==> config.mk <==
export PLATFORM = sky130hd
export DESIGN_NAME = tile_scan_flat
export DESIGN_NICKNAME = d
export VERILOG_FILES = /design/src/rtl/tile_scan_if.sv /design/src/rtl/tile_scan.sv /design/src/flat_wrapper.sv
export SDC_FILE = /design/constraint.sdc
export NUM_CORES = 1
export LEC_CHECK = 0
export CAP_MARGIN = 15
export CORE_MARGIN = 2
export CORE_UTILIZATION = 40
export CTS_BUF_LIST = sky130_fd_sc_hd__clkbuf_8
export DETAILED_ROUTE_END_ITERATION = 12
export DONT_BUFFER_PORTS = 1
export MAX_ROUTING_LAYER = met4
export PLACE_DENSITY = 0.67
export SLEW_MARGIN = 20
export SYNTH_ARGS = -nofsm -noshare
export SYNTH_HDL_FRONTEND = slang
export SYNTH_SLANG_ARGS = --single-unit
==> constraint.sdc <==
create_clock -name clock -period 1.8 [get_ports clock]
set_clock_uncertainty 0.1 [all_clocks]
set_input_delay 0.18 -clock clock [delete_from_list [all_inputs] [get_ports clock]]
set_output_delay 0.18 -clock clock [all_outputs]
set_load 0.02 [all_outputs]
==> src/rtl/tile_scan_if.sv <==
// Handshake bundle between the tile scanner, the triangle setup source,
// the tile evaluator and the pixel consumer.
interface tile_scan_if #(
  parameter int XW = 5,
  parameter int YW = 5
);
  logic          tri_valid;
  logic          tri_ready;
  logic [53:0]   tri_a;
  logic [53:0]   tri_b;
  logic [53:0]   tri_c;
  logic [53:0]   tile_a;
  logic [53:0]   tile_b;
  logic [53:0]   tile_c;
  logic [1:0]    tile_cmd;
  logic          tile_inside;
  logic          pix_valid;
  logic          pix_ready;
  logic [XW-1:0] pix_x;
  logic [YW-1:0] pix_y;
  logic          pix_last;
  logic          done;
  logic [15:0]   covered;

  // Environment side: setup source, evaluator flag, pixel consumer.
  modport master (
    output tri_valid, tri_a, tri_b, tri_c, tile_inside, pix_ready,
    input  tri_ready, tile_a, tile_b, tile_c, tile_cmd,
           pix_valid, pix_x, pix_y, pix_last, done, covered
  );

  // Scanner side.
  modport slave (
    input  tri_valid, tri_a, tri_b, tri_c, tile_inside, pix_ready,
    output tri_ready, tile_a, tile_b, tile_c, tile_cmd,
           pix_valid, pix_x, pix_y, pix_last, done, covered
  );
endinterface

==> src/rtl/tile_scan.sv <==
// Raster scanner for one tile: latches a triangle's edge coefficients, drives
// the tile evaluator with restart/stepx/stepy commands in lock-step with its
// own x/y counters, and forwards covered pixels under valid/ready.
module tile_scan #(
  parameter int XW = 5,
  parameter int YW = 5
) (
  input  logic         clock,
  input  logic         reset,
  tile_scan_if.slave   bus
);
  typedef enum logic [1:0] {IDLE, LOAD, SCAN} state_t;

  localparam logic [1:0] CMD_NOP     = 2'd0;
  localparam logic [1:0] CMD_RESTART = 2'd1;
  localparam logic [1:0] CMD_STEPY   = 2'd2;
  localparam logic [1:0] CMD_STEPX   = 2'd3;

  localparam logic [XW-1:0] X_MAX = '1;
  localparam logic [YW-1:0] Y_MAX = '1;

  state_t        r_state, w_next;
  logic [XW-1:0] r_x;
  logic [YW-1:0] r_y;
  logic [15:0]   r_cov;
  logic [53:0]   r_a, r_b, r_c;

  logic       w_pix_valid;
  logic       w_adv;
  logic       w_done;
  logic [1:0] w_cmd;
  logic       w_x_max, w_y_max;

  assign w_x_max = (r_x == X_MAX);
  assign w_y_max = (r_y == Y_MAX);

  // Next state, evaluator command and pixel handshake; the command is
  // combinational so the evaluator steps on the same edge as x/y.
  always_comb begin
    w_next      = r_state;
    w_cmd       = CMD_NOP;
    w_done      = 1'b0;
    w_pix_valid = 1'b0;
    w_adv       = 1'b0;
    unique case (r_state)
      IDLE: if (bus.tri_valid) w_next = LOAD;
      LOAD: begin
        w_cmd  = CMD_RESTART;
        w_next = SCAN;
      end
      SCAN: begin
        w_pix_valid = bus.tile_inside;
        w_adv       = !w_pix_valid || bus.pix_ready;
        if (w_adv) begin
          if (!w_x_max)      w_cmd = CMD_STEPX;
          else if (!w_y_max) w_cmd = CMD_STEPY;
          else begin
            w_done = 1'b1;
            w_next = IDLE;
          end
        end
      end
      default: w_next = IDLE;
    endcase
    // Reset forces a quiet interface even before the first reset edge.
    if (reset) begin
      w_cmd       = CMD_NOP;
      w_done      = 1'b0;
      w_pix_valid = 1'b0;
      w_adv       = 1'b0;
      w_next      = IDLE;
    end
  end

  // State, coefficient latch, raster counters and coverage count.
  always_ff @(posedge clock) begin
    if (reset) begin
      r_state <= IDLE;
      r_x     <= '0;
      r_y     <= '0;
      r_cov   <= '0;
      r_a     <= '0;
      r_b     <= '0;
      r_c     <= '0;
    end else begin
      r_state <= w_next;
      if (r_state == IDLE && bus.tri_valid) begin
        r_a   <= bus.tri_a;
        r_b   <= bus.tri_b;
        r_c   <= bus.tri_c;
        r_cov <= '0;
      end
      if (r_state == LOAD) begin
        r_x <= '0;
        r_y <= '0;
      end
      if (w_adv) begin
        if (!w_x_max) begin
          r_x <= r_x + XW'(1);
        end else if (!w_y_max) begin
          r_x <= '0;
          r_y <= r_y + YW'(1);
        end
      end
      if (w_pix_valid && bus.pix_ready && r_cov != 16'hFFFF)
        r_cov <= r_cov + 16'd1;
    end
  end

  assign bus.tri_ready = (r_state == IDLE);
  assign bus.tile_a    = r_a;
  assign bus.tile_b    = r_b;
  assign bus.tile_c    = r_c;
  assign bus.tile_cmd  = w_cmd;
  assign bus.pix_valid = w_pix_valid;
  assign bus.pix_x     = r_x;
  assign bus.pix_y     = r_y;
  assign bus.pix_last  = (r_state == SCAN) && w_x_max && w_y_max;
  assign bus.done      = w_done;
  assign bus.covered   = r_cov;
endmodule

==> src/flat_wrapper.sv <==
// flat-port wrapper written by rule: the top's interface ports become plain ports
module tile_scan_flat 
#(
  parameter int XW = 5,
  parameter int YW = 5
)
  (clock, reset, bus_tri_valid, bus_tri_a, bus_tri_b, bus_tri_c, bus_tile_inside, bus_pix_ready, bus_tri_ready, bus_tile_a, bus_tile_b, bus_tile_c, bus_tile_cmd, bus_pix_valid, bus_pix_x, bus_pix_y, bus_pix_last, bus_done, bus_covered);
  tile_scan_if #(.XW(XW), .YW(YW)) bus_i ();
  input  logic clock;
  input  logic reset;
  input wire logic [$bits(bus_i.tri_valid)-1:0] bus_tri_valid;
  input wire logic [$bits(bus_i.tri_a)-1:0] bus_tri_a;
  input wire logic [$bits(bus_i.tri_b)-1:0] bus_tri_b;
  input wire logic [$bits(bus_i.tri_c)-1:0] bus_tri_c;
  input wire logic [$bits(bus_i.tile_inside)-1:0] bus_tile_inside;
  input wire logic [$bits(bus_i.pix_ready)-1:0] bus_pix_ready;
  output wire logic [$bits(bus_i.tri_ready)-1:0] bus_tri_ready;
  output wire logic [$bits(bus_i.tile_a)-1:0] bus_tile_a;
  output wire logic [$bits(bus_i.tile_b)-1:0] bus_tile_b;
  output wire logic [$bits(bus_i.tile_c)-1:0] bus_tile_c;
  output wire logic [$bits(bus_i.tile_cmd)-1:0] bus_tile_cmd;
  output wire logic [$bits(bus_i.pix_valid)-1:0] bus_pix_valid;
  output wire logic [$bits(bus_i.pix_x)-1:0] bus_pix_x;
  output wire logic [$bits(bus_i.pix_y)-1:0] bus_pix_y;
  output wire logic [$bits(bus_i.pix_last)-1:0] bus_pix_last;
  output wire logic [$bits(bus_i.done)-1:0] bus_done;
  output wire logic [$bits(bus_i.covered)-1:0] bus_covered;
  assign bus_i.tri_valid = bus_tri_valid;
  assign bus_i.tri_a = bus_tri_a;
  assign bus_i.tri_b = bus_tri_b;
  assign bus_i.tri_c = bus_tri_c;
  assign bus_i.tile_inside = bus_tile_inside;
  assign bus_i.pix_ready = bus_pix_ready;
  assign bus_tri_ready = bus_i.tri_ready;
  assign bus_tile_a = bus_i.tile_a;
  assign bus_tile_b = bus_i.tile_b;
  assign bus_tile_c = bus_i.tile_c;
  assign bus_tile_cmd = bus_i.tile_cmd;
  assign bus_pix_valid = bus_i.pix_valid;
  assign bus_pix_x = bus_i.pix_x;
  assign bus_pix_y = bus_i.pix_y;
  assign bus_pix_last = bus_i.pix_last;
  assign bus_done = bus_i.done;
  assign bus_covered = bus_i.covered;
  tile_scan #(.XW(XW), .YW(YW)) u_core (.clock(clock), .reset(reset), .bus(bus_i));
endmodule
# Word-level counts from Yosys, hierarchy flattened
# Index checks and enable logic that the tools add are counted.
[totals]
input_bits = 167
output_inout_bits = 194
register_bits = 190
elab_cells = 58
[classes]
eq_ne = 9
muxes = 29
add_sub_neg = 3
reduce_logical = 10
[op_table]
columns = ["cell", "n"]
rows = [
  ["$mux W5", 8],
  ["$mux W16", 2],
  ["$add A16 B1 Y16 const B", 1],
  ["$mux W2", 8],
  ["$ne A16 B16 Y1 const B", 1],
  ["$add A5 B1 Y5 const B", 2],
  ["$eq A5 B5 Y1 const B", 2],
  ["$mux W1", 9],
  ["$ne A2 B1 Y1 const B", 3],
  ["$pmux W2 S3", 1],
  ["$logic_and A1 B1 Y1", 5],
  ["$pmux W2 S2", 1],
  ["$reduce_and A4 Y1", 1],
  ["$eq A2 B1 Y1 const B", 1],
  ["$eq A2 B2 Y1 const B", 1],
  ["$logic_not A2 Y1", 1],
  ["$ne A2 B2 Y1 const B", 1],
  ["$reduce_bool A2 Y1", 1],
  ["$logic_not A1 Y1", 1],
  ["$logic_or A1 B1 Y1", 1],
]

# Depth between registers and ports, before layout
# Gate-level depths: netlist of the first run.
[logic_depth]
word_depth = 6
ltp_mapped = 7
mapped_depth_nobuf = 7

# Worst setup path after synthesis of the first run
# Ideal clock, no wire load.
[synth_path]
path_type = "reg2reg"
from = "register u_core.r_cov[0], in the netlist u_core.bus.covered[0]"
to = "register u_core.r_cov[10], in the netlist u_core.bus.covered[10]"
arrival_time_ns = 1.899
setup_time_ns = 0.138
t_required_ns = 1.562
path_stages_with_launch = 8
path_buffers = 2
synth_period_minus_slack_ns = 2.136
slack_ns = -0.336
cell_sequence = "dfxtp_1 -> ha_1 -> nand4_1 -> or4_1 -> buf_2 -> buf_6 -> nand4_1 -> o311ai_1"
[synth_between]
elab_chain_len = 3
[synth_rtl]
columns = ["element", "line_no", "source"]
rows = [
  ["from (decl)", "tile_scan.sv:25", "logic [15:0] r_cov;"],
  ["from (signal assigned)", "tile_scan.sv:106", "r_cov <= r_cov + 16'd1;"],
  ["parallel branches: the longest is 3 deep, another holds $add A16 B1 Y16", "-", ""],
]
# Several ways; the timed one is not identified.
# A chain may end at the register's enable or synchronous reset.

# Worst setup path after layout of the first run
[layout_path]
from = "register u_core.r_x[0], in the netlist u_core.bus.pix_x[0]"
to = "output port bus_tile_cmd[0]"
[layout_between]
elab_chain_len = 5
[layout_rtl]
columns = ["element", "line_no", "source"]
rows = [
  ["from (decl)", "tile_scan.sv:23", "logic [XW-1:0] r_x;"],
  ["from (signal assigned)", "tile_scan.sv:99", "r_x <= r_x + XW'(1);"],
  ["$eq A5 B5 Y1", "tile_scan.sv:34", "assign w_x_max = (r_x == X_MAX);"],
  ["$mux W2", "tile_scan.sv:55", "if (!w_x_max) w_cmd = CMD_STEPX;"],
  ["$mux W2", "tile_scan.sv:54", "if (w_adv) begin"],
  ["$pmux W2 S2", "tile_scan.sv:45", "unique case (r_state)"],
  ["$mux W2", "tile_scan.sv:66", "if (reset) begin"],
  ["to (decl)", "flat_wrapper.sv:21", "output wire logic [$bits(bus_i.tile_cmd)-1:0] bus_tile_cmd;"],
]
# Every way passes these cells.

==> results.md, run 1 <==
* Run status: complete, but fails checks
* Violated checks: negative hold slack, negative setup slack
* Max-slew violations at 0
* Reg-to-reg critical path startpoint: u_core.bus.pix_x[1]
* Worst-Skew Late Latency at 460 ps
* Met1 wire length at 8610 um
* Area occupied by multi-input gates at 0.00350 sq mm
* Routed length on met2 at 11400 um
* GRT Residual Overflow at 0
* Worst path required time at 1520 ps
* Main synth FF type: dfxtp_1
* Worst reg2reg endpoint: u_core.bus.pix_x[2]
* RePlAce Congestion at 0.861
* Sequential cell area fraction in the yosys report at 52.1%
* Routed met3 length at 2010 um
* Critical path arrival at 1670 ps
* Crit path time final at 1950 ps
* Final WL at 22600 um
* Rows at 49
* # IOs at 361
* Critical Path Most Common Cell: ha_4
* Fin nets at 1188
* Synthesis Warnings at 0
* Buf/Inv on CP at 0
* Cell depth of the worst setup path at 5
* Layout cells sized above 1 at 16.1%
* CTS buffer count at 17
* R2R setup slack at -10 ps
* Router iterations before antenna repair at 5
* CTS clk-pin slew, worst paths at 100 ps
* Hold Slack at -326 ps
* Endpoint type of the worst setup path: output pin
* Cells after synthesis at 924
* #FFs+latches synth at 190
* Ant. Diodes at 0
* Kind of critical path: reg -> out
* Worst-Margin Slew at 537 ps
* Number of H-tree branching levels at 4
* Mapped Area at 0.00731 sq mm
* Synth unique cells at 49
* Slowest stage delay, CP at 350 ps
* Worst Setup SP: u_core.bus.pix_x[0]
* Post-DP HPWL at 14700 um
* Reg2reg path depth at 9
* CTS Buffer Depth at 2
* Unrepaired setup endpoints after global routing: yes
* Sinks on Clock Net at 190
* Startpoint types: flop
* Die Y at 139 um
* Area of the die at 0.0194 sq mm
* Vias per inst at 5.47
* Chip width at 139 um
* Max-Cap Viols at 0
* Power per cell area at 1090 mW/mm^2
* Fin area at 0.00938 sq mm
* Initial Utilization at 40.7%
* Hold crit path type: in -> reg
* PortBufs at 0
* DR WL/cell at 18.0 um
* Initial antenna violation count at 0
* Setup crit end: bus_tile_cmd[0]
* Slew headroom at 64.1%
* Drt drc at 0
* ANT nets after route at 0
* Gr usage total at 21.8%
* Fmax at 512 MHz
* FF+latch area at 0.00384 sq mm
* Mapped Avg Cell Area at 7.91 sq um
* Max VDD drop at 634 uV
* P_leak at 3.52 nW
* Post-synth EDFFs at 0
* 1st-iter DRT viols at 468
* Fill cell count at 1630
* Setup-failing EPs final at 6
* Vias in the first global route at 6249
* Core area at 0.0180 sq mm
* Routed via count at 6852
* P&R area growth vs syn at 28.4%
* CP cell instances: ha_4 > and3_4 > ha_4 > nor3_4 > o211a_4
* First-pass GRT wire length at 33000 um
* CTS tree: built
* Mapped Nets at 1102
* Placed Area at 0.00792 sq mm
* Crit path max fanout at 2
* Crit-path slowest cell: dfxtp_2
* Final period util at 108%
* Crit path max-delay family: flip-flops
* Max Used Layer: met4
* Setup slack after layout at -152 ps
* Largest net degree at the start of global routing at 196
* Root Buffer: clkbuf_8
* Hold Vio Cnt, Final at 181
* Ys async rst share at 0%
[flip-flops by register name (all words and copies together) (netlist names)]
register / cells
u_core.bus.tile_c: 54
u_core.bus.tile_a: 54
u_core.bus.pix_y: 5
u_core.bus.tile_b: 54
u_core.bus.pix_x: 5
u_core.r_state: 2
u_core.bus.covered: 16
[area by class of cell]
type / instances / area share [%]
flip-flops and latches: 190 / 40.9
multi-input cells: 664 / 37.4
repair buffers: 132 / 14.0
well taps: 229 / 3.05
clock buffers: 18 / 2.64
clock inverters: 14 / 1.80
inverters: 5 / 0.200
[layer usage]
layer	vias up	GRT usage (%)
met5	-	-
met1	3205	24.2
met2	336	36.7
met3	41	7.70
li1	3270	-
met4	0	6.91
[power breakdown]
part / leakage, nW / internal [mW] / switching [mW]
combinational: 1.74 / 0.759 / 1.12
sequential: 1.57 / 4.64 / 0.836
clock: 0.211 / 1.21 / 1.70
total: 3.52 / 6.61 / 3.66
[synth_stat cells (all sizes together), types with 10 or more instances]
library cell,n,area (sq um)
nor2,17,63.8
a21oi,171,856
clkbuf,52,195
nand2b,10,62.6
nand3,13,65.1
nand4,11,83.8
dfxtp,190,3800
buf,13,63.8
nand2,336,1260
ha,11,138
[repair_timing]
item	CTS	global route
hold buffers	12	50
endpoints found under the setup margin	14	145
resized for setup	36	30
pin swaps	13	11
hold endpoints to repair	189	181
buffers inserted	8	5
gates cloned	0	2
[cells by family after synthesis]
family	count (synthesis)	synth area share, %
DFF	190	52.1
muxes	4	0.565
AOI/OAI and AO/OA	210	15.7
and+or+nand+nor	437	25.8
xor gates and xnor gates	2	0.240
adders and majority gates	11	1.88
buffers and inverters	70	3.80
[how the worst min path moves through the flow]
stage	from	endpoint	slack, ps	cells after the start
6_report	reset	u_core.bus.tile_b[33]	-330	1
3_3_place_gp	reset	u_core.bus.pix_x[1]	160	1
5_1_grt	reset	u_core.bus.covered[5]	-360	1
4_1_cts	reset	u_core.bus.tile_b[33]	-350	1
3_5_place_dp	reset	u_core.bus.pix_x[1]	160	1
2_1_floorplan	bus_tri_b[19]	u_core.bus.tile_b[19]	220	2
[layout by cell type, fill, tap and decap left out, types with 8 or more instances in the layout]
cell	count
dfxtp_1	169
nand3_1	12
nand4_1	10
ha_4	8
a21oi_1	169
buf_4	54
nor2_1	16
inv_6	8
nand2_1	332
nand2b_1	8
dfxtp_2	17
clkbuf_8	18
dlygate4sd3_1	61
[per-stage QoR]
step	utilization, %	setup TNS [ps]	setup slack [ps]	std cells	power, mW
2_1_floorplan	-	-328	-15.2	924	6.63
3_3_place_gp	44.1	0	24.2	1146	7.12
3_5_place_dp	44.1	-31.5	-17.1	1146	7.16
4_1_cts	48.3	-611	-196	1198	10.1
5_1_grt	52.2	-2230	-221	1252	10.8
6_report	52.2	-376	-152	1252	10.3
(Power assumes the default switching activity.)
==> run 2: changes to the inputs <==
--- a/config.mk
+++ b/config.mk
@@ -13,6 +13,7 @@
 export DONT_BUFFER_PORTS = 1
 export MAX_ROUTING_LAYER = met4
 export PLACE_DENSITY = 0.67
+export REMOVE_ABC_BUFFERS = 1
 export SLEW_MARGIN = 20
 export SYNTH_ARGS = -nofsm -noshare
 export SYNTH_HDL_FRONTEND = slang
==> run 2 against run 1 <==
Net effect: the flow still finishes with violations (negative hold slack, negative setup slack); critical path depth unchanged; die area unchanged; core utilization down 3.4 points; cell count down 3.8%; sequential power about the same; sequential share of layout area up 2.6 points; register-to-register slack about the same; count of clock-buffer cells in the layout down 1; worst hold slack better by 1.2 ps; combinational power down 9%; non-clock buffer count down 46; largest cell class unchanged; highest routed layer unchanged.
==> results.md, run 2 (synthesis results as in run 1) <==
* Routed length on met2 at 10100 um
* Number of H-tree branching levels at 4
* Endpoint type of the worst setup path: output pin
* P&R area growth vs syn at 20.1%
* Gr usage total at 21.0%
* 1st-iter DRT viols at 380
* Fmax at 500 MHz
* Pre-CTS setup slack at -76.5 ps
* Max-slew violations at 0
* Routed via count at 6543
* RePlAce Congestion at 0.909
* Run status: complete, but fails checks
* Setup-failing EPs final at 6
* Router iterations before antenna repair at 5
* Hold Vio Cnt, Final at 181
* Largest net degree at the start of global routing at 196
* Kind of critical path: reg -> out
* Commonest cells after routing, fill and taps aside: nand2_1 (332), dfxtp_1 (179), a21oi_1 (170)
* Most common cell after layout, fill and taps aside: nand2_1
* Setup slack after layout at -200 ps
* Post-DP HPWL at 14300 um
* Drt drc at 0
* Fin nets at 1142
* Slew headroom at 59.9%
* First-pass GRT wire length at 32300 um
* P_leak at 3.31 nW
* Slowest stage delay, CP at 350 ps
* Worst-Margin Slew at 601 ps
* Initial antenna violation count at 0
* CTS buffer count at 17
* Power, Total at 9.99 mW
* Routed met3 length at 1870 um
* Final period util at 111%
* Die Y at 139 um
* Initial Utilization at 40.7%
* Rows at 49
* Hold crit path type: in -> reg
* GRT Residual Overflow at 0
* Vias per inst at 5.43
* Vias in the first global route at 6184
* Root Buffer: clkbuf_8
* Sinks on Clock Net at 190
* Hold buffers post-CTS at 10
* Ant. Diodes at 0
* Max-Cap Viols at 0
* Worst-Skew Late Latency at 470 ps
* Met1 wire length at 8380 um
* CTS tree: built
* DR WL/cell at 17.3 um
* Final WL at 20800 um
* CTS clk-pin slew, worst paths at 110 ps
* Violated checks: negative hold slack, negative setup slack
* ANT nets after route at 0
* CTS Buffer Depth at 2
* Max VDD drop at 635 uV
* PortBufs at 0
* Worst path required time at 1520 ps
* Crit-path slowest cell: dfxtp_2
* Startpoint types: flop
* Power per cell area at 1140 mW/mm^2
* Crit path max fanout at 2
* Critical path arrival at 1720 ps
* # IOs at 361
* Critical Path Most Common Cell: ha_4
* CP cell instances: ha_4 > and3_4 > ha_4 > nor3_4 > o211a_4
* Layout cells sized above 1 at 15.9%
* Fill cell count at 1700
* Area of the die at 0.0194 sq mm
* Hold Slack at -325 ps
* Max Used Layer: met4
* Unrepaired setup endpoints after global routing: yes
* Chip width at 139 um
* Crit path time final at 2000 ps
* Core area at 0.0180 sq mm
==> run 2: metrics by stage <==
step / utilization [%] / area [sq um] / hold WS (ps) / setup TNS, ps / instances
after floorplan: - / 7050 / 149 / -388380 / 859
after global placement: 44.3 / 7950 / 159 / -114 / 1157
after detailed placement: 44.3 / 7950 / 163 / -604 / 1157
after CTS: 48.0 / 8620 / -364 / -709 / 1202
after global routing: 48.8 / 8770 / -369 / -1340 / 1204
final: 48.8 / 8770 / -325 / -471 / 1204
==> run 2: path summary, 6_finish.rpt <==
| kind | from | endpoint | slack (ps) | depth (start not counted) |
|---|---|---|---|---|
| worst max-delay path | u_core.bus.pix_x[0] | bus_tile_cmd[0] | -200 | 5 |
| worst min-delay path | reset | u_core.bus.tile_b[25] | -320 | 1 |
| worst max register to register | u_core.bus.covered[1] | u_core.bus.covered[15] | -20 | 6 |
| worst min register to register | u_core.r_state[1] | u_core.r_state[1] | 420 | 2 |
==> run 2: cell type report <==
class | instances | area [sq um] | area share, %
clock buffers | 17 | 234 | 2.67
clock inverters | 13 | 149 | 1.70
inverters | 5 | 18.8 | 0.214
multi-input cells | 664 | 3490 | 39.8
flip-flops and latches | 190 | 3820 | 43.5
well taps | 229 | 287 | 3.27
repair buffers | 86 | 777 | 8.86
==> run 2: report_power, final <==
group	internal, mW	switching (mW)
Clock	1.15	1.65
Sequential	4.65	0.836
Combinational	0.688	1.03
Total	6.48	3.51
==> run 2: worst max-delay path: cells and delay by family, from the launching register on <==
family | cells | cell delay [ps]
simple gates | 2 | 360
compound gates | 1 | 220
fa+ha+maj | 2 | 330
flops | 1 | 350
==> run 2: what timing repair did <==
| item | CTS | global route |
|---|---|---|
| endpoints found under the setup margin | 23 | 30 |
| endpoints found under the hold margin | 188 | 181 |
| buffers inserted | 6 | 2 |
| pin swaps | 10 | 20 |
| gates resized for setup | 38 | 29 |
==> run 2: metal layers <==
layer / vias to the layer above / GRT usage [%]
li1: 3179 / -
met1: 3002 / 24.8
met2: 323 / 33.5
met3: 39 / 7.08
met4: 0 / 7.50
met5: - / -
==> run 3: changes to the inputs <==
--- a/config.mk
+++ b/config.mk
@@ -5,14 +5,15 @@
 export SDC_FILE = /design/constraint.sdc
 export NUM_CORES = 1
 export LEC_CHECK = 0
+export ABC_AREA = 1
 export CAP_MARGIN = 15
-export CORE_MARGIN = 2
-export CORE_UTILIZATION = 40
+export CORE_AREA = 2 2 142 144
 export CTS_BUF_LIST = sky130_fd_sc_hd__clkbuf_8
 export DETAILED_ROUTE_END_ITERATION = 12
+export DIE_AREA = 0 0 144 146
 export DONT_BUFFER_PORTS = 1
 export MAX_ROUTING_LAYER = met4
-export PLACE_DENSITY = 0.67
+export PLACE_DENSITY = 0.64
 export REMOVE_ABC_BUFFERS = 1
 export SLEW_MARGIN = 20
 export SYNTH_ARGS = -nofsm -noshare
==> run 3 against run 2 <==
Net effect: the run ends with negative setup slack left; critical path type unchanged; total power increased by 45%; global-route usage increased by 0.30 points; register-to-register slack got worse by 130 ps; highest routed layer unchanged; sequential share of layout area decreased by 6.5 points; worst setup slack got worse by 61 ps; flip-flop and latch count unchanged; fmax decreased by 3.0%; non-clock buffer count increased by 149; largest power group unchanged; via count increased by 8.9%; worst hold slack improved by 360 ps; die area increased by 8.6%.
==> results.md, run 3 <==
* Layout cells sized above 1 at 12.8%
* Most common cell after layout, fill and taps aside: nor2_1
* Endpoint type of the worst setup path: output pin
* Post-DP HPWL at 14300 um
* Worst path required time at 1520 ps
* Violated checks: negative setup slack
* Kind of critical path: reg -> out
* Cells after synthesis at 965
* Max-slew violations at 0
* Synth top area share at 52.6%
* Setup slack after layout at -261 ps
* CP cell instances: ha_4 > inv_4 > nor3_4 > buf_4 > buf_6 > ha_4 > inv_2 > nor2_2 > buf_6
* ANT nets after route at 0
* Gr usage total at 21.3%
* Synthesis Warnings at 0
* Router iterations before antenna repair at 5
* Fin area at 0.0103 sq mm
* Synth top cells by count: nor2_1 (352), dfxtp_1 (190), o21ai_0 (175)
* Startpoint types: flop
* CTS buffer count at 17
* PortBufs at 0
* Run status: complete, but fails checks
* Routed via count at 7128
* Ys async rst share at 0%
* Synth unique cells at 28
* Unrepaired setup endpoints after global routing: yes
* First-pass GRT wire length at 34800 um
* Crit-path slowest cell: dfxtp_2
* Final WL at 23600 um
* Cell taking the most area after synthesis: dfxtp_1
* Hold Vio Cnt, Final at 0
* P&R area growth vs syn at 42.6%
* Hold Slack at 37.4 ps
* Setup TNS at -1130 ps
* Largest net degree at the start of global routing at 173
* CTS Buffer Depth at 2
* Die Y at 146 um
* Final period util at 114%
* Sequential cell area fraction in the yosys report at 52.6%
* Vias in the first global route at 6848
* Sinks on Clock Net at 190
* GRT Residual Overflow at 0
* Hold crit path type: in -> reg
* Slowest stage delay, CP at 370 ps
* Max-Cap Viols at 0
* Main synth FF type: dfxtp_1
* Top-count cell post-synth: nor2_1
* Initial Utilization at 37.4%
* Vias per inst at 4.95
* Top cells by area, synth: dfxtp_1 (53%), nor2_1 (18%), o21ai_0 (12%), nand2_1 (3.3%), clkbuf_1 (2.4%)
* Fmax at 485 MHz
* 1st-iter DRT viols at 335
* CTS clk-pin slew, worst paths at 110 ps
* Mapped Avg Cell Area at 7.49 sq um
* Critical path arrival at 1780 ps
* CTS tree: built
* # IOs at 361
* Slew headroom at 45.5%
* Power per cell area at 1400 mW/mm^2
* Commonest cells after routing, fill and taps aside: nor2_1 (349), dfxtp_1 (185), o21ai_0 (167)
* Core area at 0.0193 sq mm
* Worst-Margin Slew at 815 ps
* Rows at 51
* Layout Cells excl Fill at 1439
* DR WL/cell at 16.4 um
* Post-synth EDFFs at 0
* Dpl cells at 1222
* Placed Area at 0.00783 sq mm
* Chip width at 144 um
* Fin nets at 1338
* Number of H-tree branching levels at 4
* Initial antenna violation count at 1
* Area of the die at 0.0210 sq mm
* RePlAce Congestion at 0.889
* #FFs+latches synth at 190
* Crit path time final at 2060 ps
* P_leak at 4.10 nW
* Crit path max fanout at 2
* Setup-failing EPs final at 6
* Worst-Skew Late Latency at 460 ps
* Max VDD drop at 647 uV
* Root Buffer: clkbuf_8
* Mapped Area at 0.00722 sq mm
* Drt drc at 0
==> run 3: cell count changes in the layout (fill, tap and decap cells not counted), sizes merged, moves of 13 or more <==
cell         previous run  this run
dlygate4sd3            10       166
nor2                   17       357
inv                    13        39
o21ai                   8       178
nand3                  13        26
a21oi                 171        30
nand2                 336        65
==> run 3: repair_timing <==
action | 4_1_cts | 5_1_grt
cloned | 0 | 2
hold buffers | 166 | 0
endpoints found under the setup margin | 6 | 21
pin swaps | 12 | 14
buffers inserted | 11 | 6
gates resized for setup | 39 | 29
hold endpoints to repair | 183 | 0
==> run 3: kinds of logic (layout without fill, tap and decap cells) <==
kind of cell	after synthesis	in the layout	synth area share, %
AOI/OAI and AO/OA	211	211	14.9
adders and majority gates	11	11	1.91
xor gates and xnor gates	6	6	0.728
DFF	190	190	52.6
and+or+nand+nor	458	458	25.0
buffers and inverters	89	297	4.85
other	0	1	0
==> run 3: critical path, delay by kind of cell (launching register included) <==
| kind | cells | cell delay, ps |
|---|---|---|
| fa+ha+maj | 2 | 270 |
| buf+inv | 5 | 430 |
| simple gates | 2 | 250 |
| flops | 1 | 370 |
==> run 3: per-layer routing <==
metal | global-route usage (%) | wire length, um
met5 | - | 0
met4 | 7.89 | 525
met3 | 6.65 | 2110
met2 | 36.3 | 12100
met1 | 23.2 | 8940
==> run 3: cell type report <==
| cell class | instances | area, sq um |
|---|---|---|
| fillers | 1745 | 9030 |
| flip-flops and latches | 190 | 3810 |
| multi-input cells | 686 | 3250 |
| repair buffers | 235 | 2360 |
| well taps | 265 | 332 |
| clock buffers | 19 | 262 |
| clock inverters | 13 | 156 |
| inverters | 30 | 125 |
| diodes | 1 | 2.50 |
==> run 3: final timing paths <==
path                                            start               endpoint  slack [ps]  cells past startpoint
worst max-delay path              u_core.bus.pix_y[1]               bus_done        -260                      9
worst min-delay path                            reset  u_core.bus.covered[9]          40                      4
worst max register to register    u_core.bus.pix_x[1]    u_core.bus.pix_x[0]        -150                     13
worst min register to register  u_core.bus.tile_a[25]  u_core.bus.tile_a[25]         490                      2
==> run 3: where the power goes <==
part / internal [mW] / switching [mW] / leakage, nW
Combinational: 1.70 / 2.40 / 2.32
Sequential: 5.32 / 2.15 / 1.57
Clock: 1.15 / 1.74 / 0.213
Total: 8.17 / 6.30 / 4.10
==> run 3: metrics by stage <==
step | total power, mW | utilization, % | setup slack (ps)
5_1_grt | 15.4 | 53.3 | -371
4_1_cts | 14.2 | 52.3 | -321
6_report | 14.5 | 53.3 | -261
3_3_place_gp | 10.8 | 40.5 | 12.7
2_1_floorplan | 9.37 | - | -3360
3_5_place_dp | 10.9 | 40.5 | -49.7
